File: src/rtl/pet_need_engine.sv
`default_nettype none
// ============================================================================
// Module      : pet_need_engine
// Description : N independent need levels with programmable per-channel
//               decay, care replenishment, health tracking and an
//               ALIVE/SICK/DEAD life-state machine.
// Revision    : 1.0 - initial parametrised release
// ============================================================================
module pet_need_engine #(
  parameter int N_NEEDS       = 4,
  parameter int LVL_W         = 3,
  parameter int TICK_DIV      = 50000000,
  parameter int PERIOD_W      = 8,
  parameter int CARE_STEP     = 3,
  parameter int HIGH_THRESH   = 5,
  parameter int HEALTH_PERIOD = 10
) (
  input  logic                        clk,
  input  logic                        rst,
  input  logic                        pause,
  input  logic [N_NEEDS*PERIOD_W-1:0] decay_period,
  input  logic [N_NEEDS-1:0]          care,
  output logic [N_NEEDS*LVL_W-1:0]    level,
  output logic [N_NEEDS-1:0]          low_flag,
  output logic [LVL_W-1:0]            health,
  output logic                        sick,
  output logic                        dead,
  output logic                        tick
);

  localparam int c_PRE_W = (TICK_DIV > 1) ? $clog2(TICK_DIV) : 1;
  localparam int c_HT_W  = (HEALTH_PERIOD > 1) ? $clog2(HEALTH_PERIOD) : 1;

  localparam logic [LVL_W-1:0]   c_LVL_MAX   = {LVL_W{1'b1}};
  localparam logic [LVL_W:0]     c_CARE_STEP = (LVL_W+1)'(CARE_STEP);
  localparam logic [31:0]        c_HIGH      = 32'(HIGH_THRESH);
  localparam logic [c_PRE_W-1:0] c_PRE_LAST  = c_PRE_W'(TICK_DIV - 1);
  localparam logic [c_HT_W-1:0]  c_HT_LAST   = c_HT_W'(HEALTH_PERIOD - 1);

  localparam logic [1:0] c_ST_ALIVE = 2'd0;
  localparam logic [1:0] c_ST_SICK  = 2'd1;
  localparam logic [1:0] c_ST_DEAD  = 2'd2;

  logic [1:0]         r_state;
  logic [1:0]         w_nextState;
  logic [c_PRE_W-1:0] r_pre;
  logic [c_HT_W-1:0]  r_htmr;
  logic [LVL_W-1:0]   r_health;
  logic [N_NEEDS-1:0] w_low;
  logic [N_NEEDS-1:0] w_zero;
  logic               w_anyZero;
  logic               w_allHigh;
  logic               w_tick;
  logic               w_isDead;
  logic               w_stateChange;
  logic               w_htmrRun;
  logic               w_htmrWrap;

  assign w_isDead = (r_state == c_ST_DEAD);

  // --------------------------------------------------------------------------
  // Tick prescaler: frozen while paused or dead so the residual count survives
  // --------------------------------------------------------------------------
  // Prescaler counter, wraps at TICK_DIV-1
  always_ff @(posedge clk) begin
    if (!rst) begin
      r_pre <= '0;
    end else if (!pause && !w_isDead) begin
      r_pre <= (r_pre == c_PRE_LAST) ? '0 : r_pre + c_PRE_W'(1);
    end
  end

  assign w_tick = (r_pre == c_PRE_LAST) && !pause && !w_isDead;
  assign tick   = w_tick;

  // --------------------------------------------------------------------------
  // Need channels
  // --------------------------------------------------------------------------
  for (genvar i = 0; i < N_NEEDS; i++) begin : g_chan
    logic [PERIOD_W-1:0] w_period;
    logic [PERIOD_W-1:0] r_dcnt;
    logic [LVL_W-1:0]    r_lvl;
    logic [LVL_W:0]      w_careSum;

    assign w_period  = decay_period[i*PERIOD_W +: PERIOD_W];
    // One extra bit so a care near the top saturates instead of wrapping
    assign w_careSum = {1'b0, r_lvl} + c_CARE_STEP;

    // Level and decay counter: dead freezes, care beats a coincident decay
    always_ff @(posedge clk) begin
      if (!rst) begin
        r_lvl  <= c_LVL_MAX;
        r_dcnt <= '0;
      end else if (w_isDead) begin
        r_lvl  <= r_lvl;
        r_dcnt <= r_dcnt;
      end else if (care[i]) begin
        r_lvl  <= (w_careSum > {1'b0, c_LVL_MAX}) ? c_LVL_MAX : w_careSum[LVL_W-1:0];
        r_dcnt <= '0;
      end else if (w_period == '0) begin
        r_dcnt <= '0;
      end else if (w_tick) begin
        // >= so that a period shortened mid-count fires on the next tick
        if (r_dcnt >= w_period - PERIOD_W'(1)) begin
          if (r_lvl != '0) begin
            r_lvl <= r_lvl - LVL_W'(1);
          end
          r_dcnt <= '0;
        end else begin
          r_dcnt <= r_dcnt + PERIOD_W'(1);
        end
      end
    end

    assign level[i*LVL_W +: LVL_W] = r_lvl;
    assign w_low[i]  = (32'(r_lvl) < c_HIGH);
    assign w_zero[i] = (r_lvl == '0);
  end : g_chan

  assign low_flag  = w_low;
  assign w_anyZero = |w_zero;
  assign w_allHigh = ~|w_low;

  // --------------------------------------------------------------------------
  // Life-state machine
  // --------------------------------------------------------------------------
  // State register
  always_ff @(posedge clk) begin
    if (!rst) begin
      r_state <= c_ST_ALIVE;
    end else begin
      r_state <= w_nextState;
    end
  end

  // Next-state logic: zero health wins over the sick/recover decision
  always_comb begin
    w_nextState = r_state;
    case (r_state)
      c_ST_ALIVE: begin
        if (r_health == '0) begin
          w_nextState = c_ST_DEAD;
        end else if (w_anyZero) begin
          w_nextState = c_ST_SICK;
        end
      end
      c_ST_SICK: begin
        if (r_health == '0) begin
          w_nextState = c_ST_DEAD;
        end else if (!w_anyZero) begin
          w_nextState = c_ST_ALIVE;
        end
      end
      c_ST_DEAD: begin
        w_nextState = c_ST_DEAD;
      end
      default: begin
        w_nextState = c_ST_ALIVE;
      end
    endcase
  end

  // State-decoded outputs
  always_comb begin
    sick = (r_state == c_ST_SICK);
    dead = (r_state == c_ST_DEAD);
  end

  // --------------------------------------------------------------------------
  // Health timer and health level
  // --------------------------------------------------------------------------
  assign w_stateChange = (w_nextState != r_state);
  assign w_htmrRun     = (r_state == c_ST_SICK) || ((r_state == c_ST_ALIVE) && w_allHigh);
  assign w_htmrWrap    = w_htmrRun && w_tick && (r_htmr == c_HT_LAST);

  // Health timer: counts ticks only while degrading or recovering
  always_ff @(posedge clk) begin
    if (!rst) begin
      r_htmr <= '0;
    end else if (w_stateChange || !w_htmrRun) begin
      r_htmr <= '0;
    end else if (w_tick) begin
      r_htmr <= (r_htmr == c_HT_LAST) ? '0 : r_htmr + c_HT_W'(1);
    end
  end

  // Health level: sick loses one step per period, healthy alive gains one
  always_ff @(posedge clk) begin
    if (!rst) begin
      r_health <= c_LVL_MAX;
    end else if (w_htmrWrap) begin
      if ((r_state == c_ST_SICK) && (r_health != '0)) begin
        r_health <= r_health - LVL_W'(1);
      end else if ((r_state == c_ST_ALIVE) && (r_health != c_LVL_MAX)) begin
        r_health <= r_health + LVL_W'(1);
      end
    end
  end

  assign health = r_health;

endmodule : pet_need_engine
`default_nettype wire

File: config.mk
export PLATFORM = sky130hd
export DESIGN_NAME = pet_need_engine
export DESIGN_NICKNAME = d
export VERILOG_FILES = /design/src/rtl/pet_need_engine.sv
export SDC_FILE = /design/constraint.sdc
export NUM_CORES = 1
export LEC_CHECK = 0
export CORE_AREA = 2 2 103 105
export DETAILED_ROUTE_END_ITERATION = 16
export DIE_AREA = 0 0 105 107
export GPL_TIMING_DRIVEN = 0
export PLACE_DENSITY = 0.78
export SETUP_SLACK_MARGIN = 0.05
export SLEW_MARGIN = 0
export SYNTH_ARGS = -nofsm -noshare
export SYNTH_HDL_FRONTEND = slang
export SYNTH_SLANG_ARGS = --single-unit
export TNS_END_PERCENT = 20
File: constraint.sdc
create_clock -name clk -period 4.5 [get_ports clk]
set_input_delay 0.675 -clock clk [delete_from_list [all_inputs] [get_ports clk]]
set_output_delay 0.675 -clock clk [all_outputs]
set_load 0.05 [all_outputs]
==> qor.txt <==
Outcome - finished clean
Sequential power share - 50.4%
Cts hold-fix bufs - 0
Final hold vios - 0
GR met1 Demand/Resource - 31.1%
Final period util - 87.8%
Initial Utilization - 54.3%
Routability cong. - 0.907
Num rows - 37
All-Layer GR Usage - 25.0%
CP bufs+invs - 1
Average wire per standard cell - 15.3 um
Die area - 11200 um^2
Clk pwr share - 34.7%
Largest net degree at the start of global routing - 15
Final setup viols - 0
Sw Share - 28.5%
Hold crit path type - flip-flop to flip-flop
DR vias - 5156
Most Crowded Layer GR - met2
Synth top area share - 28.9%
Bufs on Longest Clock Path - 2
Most numerous cell in the Yosys netlist - dfxtp_1
GR Util met2 - 44.5%
MaxCap Viol Count - 0
Least-Margin Pin Slew - 894 ps
Setup CP Type - primary input to flip-flop
Worst EP required - 4790 ps
Seq/Total Area, Yosys - 28.9%
Pre-antenna DRT Iters - 5
Unrepaired setup endpoints after global routing - false
Mapped Area - 5480 um^2
Startpoint types - primary input
Hold depth - 2
Drt first-iter violations - 218
Switching power - 0.404 mW
DRC - 0
Remaining antenna violation count - 0
H-tree level count - 3
IO Pins - 61
Worst-path fanout max - 7
Final Instance Area - 6410 um^2
Largest stage delay, worst path - 670 ps
Critical-path top delay cell - a2111oi_2
Worst slew margin - 40.3%
Yosys synthesis warning count - 0
F_max - 0.253 GHz
Initial antenna violation count - 0
TritonCTS Buffers - 9
Netlist cell types - 60
Yosys reg bits - 79
First-pass GRT wire length - 23.2 mm
Combinational share of power - 14.9%
Avg Cell Area, Syn - 8.08 um^2
DRT Wirelength - 13.6 mm
P_int - 1.01 mW
Clock Sinks - 79
Post-synth top flop - dfxtp_1
Reg2reg setup slack - 1620 ps
Power Dens Cells - 221 nW/um^2
Buffers on Ports - 58
TritonCTS clock tree - built
Worst R2R End - g_chan[3].r_dcnt[6]
CP arrival - 4240 ps
Cells along the critical path - clkdlybuf4s50_1 > nor4_1 > nand2_1 > xor2_1 > ha_1 > a21oi_1 > nor2b_1 > a2111oi_2 > o2111ai_4 > or4_1 > o21ai_1
Worst Setup End Kind - flip-flop
Hold_ws - 492 ps
Post-CTS Resized - 0
Width of the die - 105 um
Post-synth ARST share - 0%
Ranking of synthesized cells by area - dfxtp_1, ha_1, nand2_1
Root Driver - clkbuf_8
Layout Skew - 11.9 ps
Core footprint - 10100 um^2
Layout area overhead - 17.0%
Post-CTS Setup Bufs - 0
Maximum VDD drop - 0.166 mV
Final nets - 840
Die Y - 107 um
DPL Wire Length - 10.4 mm
Antenna cells - 0
Crit path time final - 3950 ps
R2R Path Start - g_chan[3].r_dcnt[0]
Syn_nets - 771
Cell taking the most area after synthesis - dfxtp_1
Ratio of cells with drive above 1 in the final layout - 5.59%
DR vias/cell - 5.81
Placed cell area - 6230 um^2
Leak - 2.48 nW
Min-delay src - g_chan[3].r_dcnt[7]
Total gr overflow - 0
Synth top cells by count - dfxtp_1, nand2_1, ha_1
Top delay family on crit path - simple AND/OR/NAND/NOR gates
Slew Limit Fails - 0
Sum Neg Setup Slack - 0 ps
Worst reg-to-reg path cell count - 8
Pwr Total - 1.42 mW
Vias in the first global route - 4991
Met3 global-route usage - 4.68%
Reg clk slew, reported paths - 80 ps
Post-synth EDFFs - 0
Hold endpoint - g_chan[3].r_dcnt[7]
Mapped Cells - 678
Clk_lat worst skew - 360 ps
==> worst max-delay path by stage <==
stage / to / start / depth (start not counted)
floorplan: g_chan[0].r_dcnt[7] / decay_period[5] / 10
global placement: g_chan[3].r_dcnt[6] / decay_period[27] / 11
detailed placement: g_chan[3].r_dcnt[6] / decay_period[27] / 11
CTS: g_chan[0].r_dcnt[7] / decay_period[3] / 11
global route: g_chan[2].r_dcnt[6] / decay_period[19] / 11
finish: g_chan[0].r_dcnt[7] / decay_period[3] / 11
==> area by class of cell <==
type	count	area (um^2)
Multi-Input combinational cell	539	3670
Timing Repair Buffer	58	581
Tap cell	136	170
Clock buffer	10	138
Inverter	41	154
Clock inverter	6	43.8
Sequential cell	79	1580
Buffer	19	80.1
Fill cell	896	3680
==> state kept, by name, summed over array words and instances, names as in the netlist <==
register	cells
health	3
g_chan.r_dcnt	32
r_htmr	4
g_chan.r_lvl	12
r_pre	26
r_state	2
==> power by group through the flow <==
stage / registers (mW) / clock network, mW / logic, mW
after floorplan: 0.739 / 0 / 0.116
after global placement: 0.731 / 0 / 0.201
after detailed placement: 0.732 / 0 / 0.209
after CTS: 0.715 / 0.498 / 0.211
after global routing: 0.717 / 0.522 / 0.232
final: 0.715 / 0.492 / 0.211
==> worst reg2reg max path, delay by kind of cell (launching register included) <==
family / cells / cell delay [ps]
AO/OA/AOI/OAI: 4 / 1300
AND/OR/NAND/NOR: 2 / 770
flip-flops: 1 / 410
adder cells (fa/ha/maj): 1 / 280
buffers and inverters: 1 / 80
==> cells by family after synthesis <==
group                      count (synthesis)  synth area share [%]
xor gates and xnor gates                  51                  8.15
and+or+nand+nor                          296                  28.7
DFF                                       79                  28.9
adders and majority gates                 54                  12.5
AOI/OAI and AO/OA                        132                  16.4
buffers and inverters                     60                  4.27
muxes                                      6                  1.12
==> layer usage <==
metal	wire length (um)	vias to the layer above
met3	516	18
li1	-	2591
met1	6190	2440
met4	204	0
met2	6660	107
met5	0	-
==> stage by stage <==
stage	utilization, %	instances	setup slack, ps
detailed placement	61.8	872	209
global route	63.6	888	241
CTS	63.6	888	565
finish	63.6	888	551
floorplan	-	678	1230
global placement	61.8	872	264
==> layout by cell type (no fill, tap or decap), drive strengths merged, types with 9 or more instances in the layout <==
| cell type | n |
|---|---|
| o21ai | 29 |
| a21oi | 37 |
| or3 | 17 |
| nor2b | 10 |
| nand2 | 66 |
| nand3 | 39 |
| clkbuf | 23 |
| and3 | 21 |
| dfxtp | 79 |
| ha | 53 |
| clkdlybuf4s50 | 58 |
| xor2 | 23 |
| inv | 42 |
| nor2 | 51 |
| xnor2 | 28 |
| or2 | 10 |
| nor4 | 9 |
| nor3 | 23 |
| nor3b | 9 |
| o22ai | 14 |
Note: power is estimated with default switching activity, not from simulation.
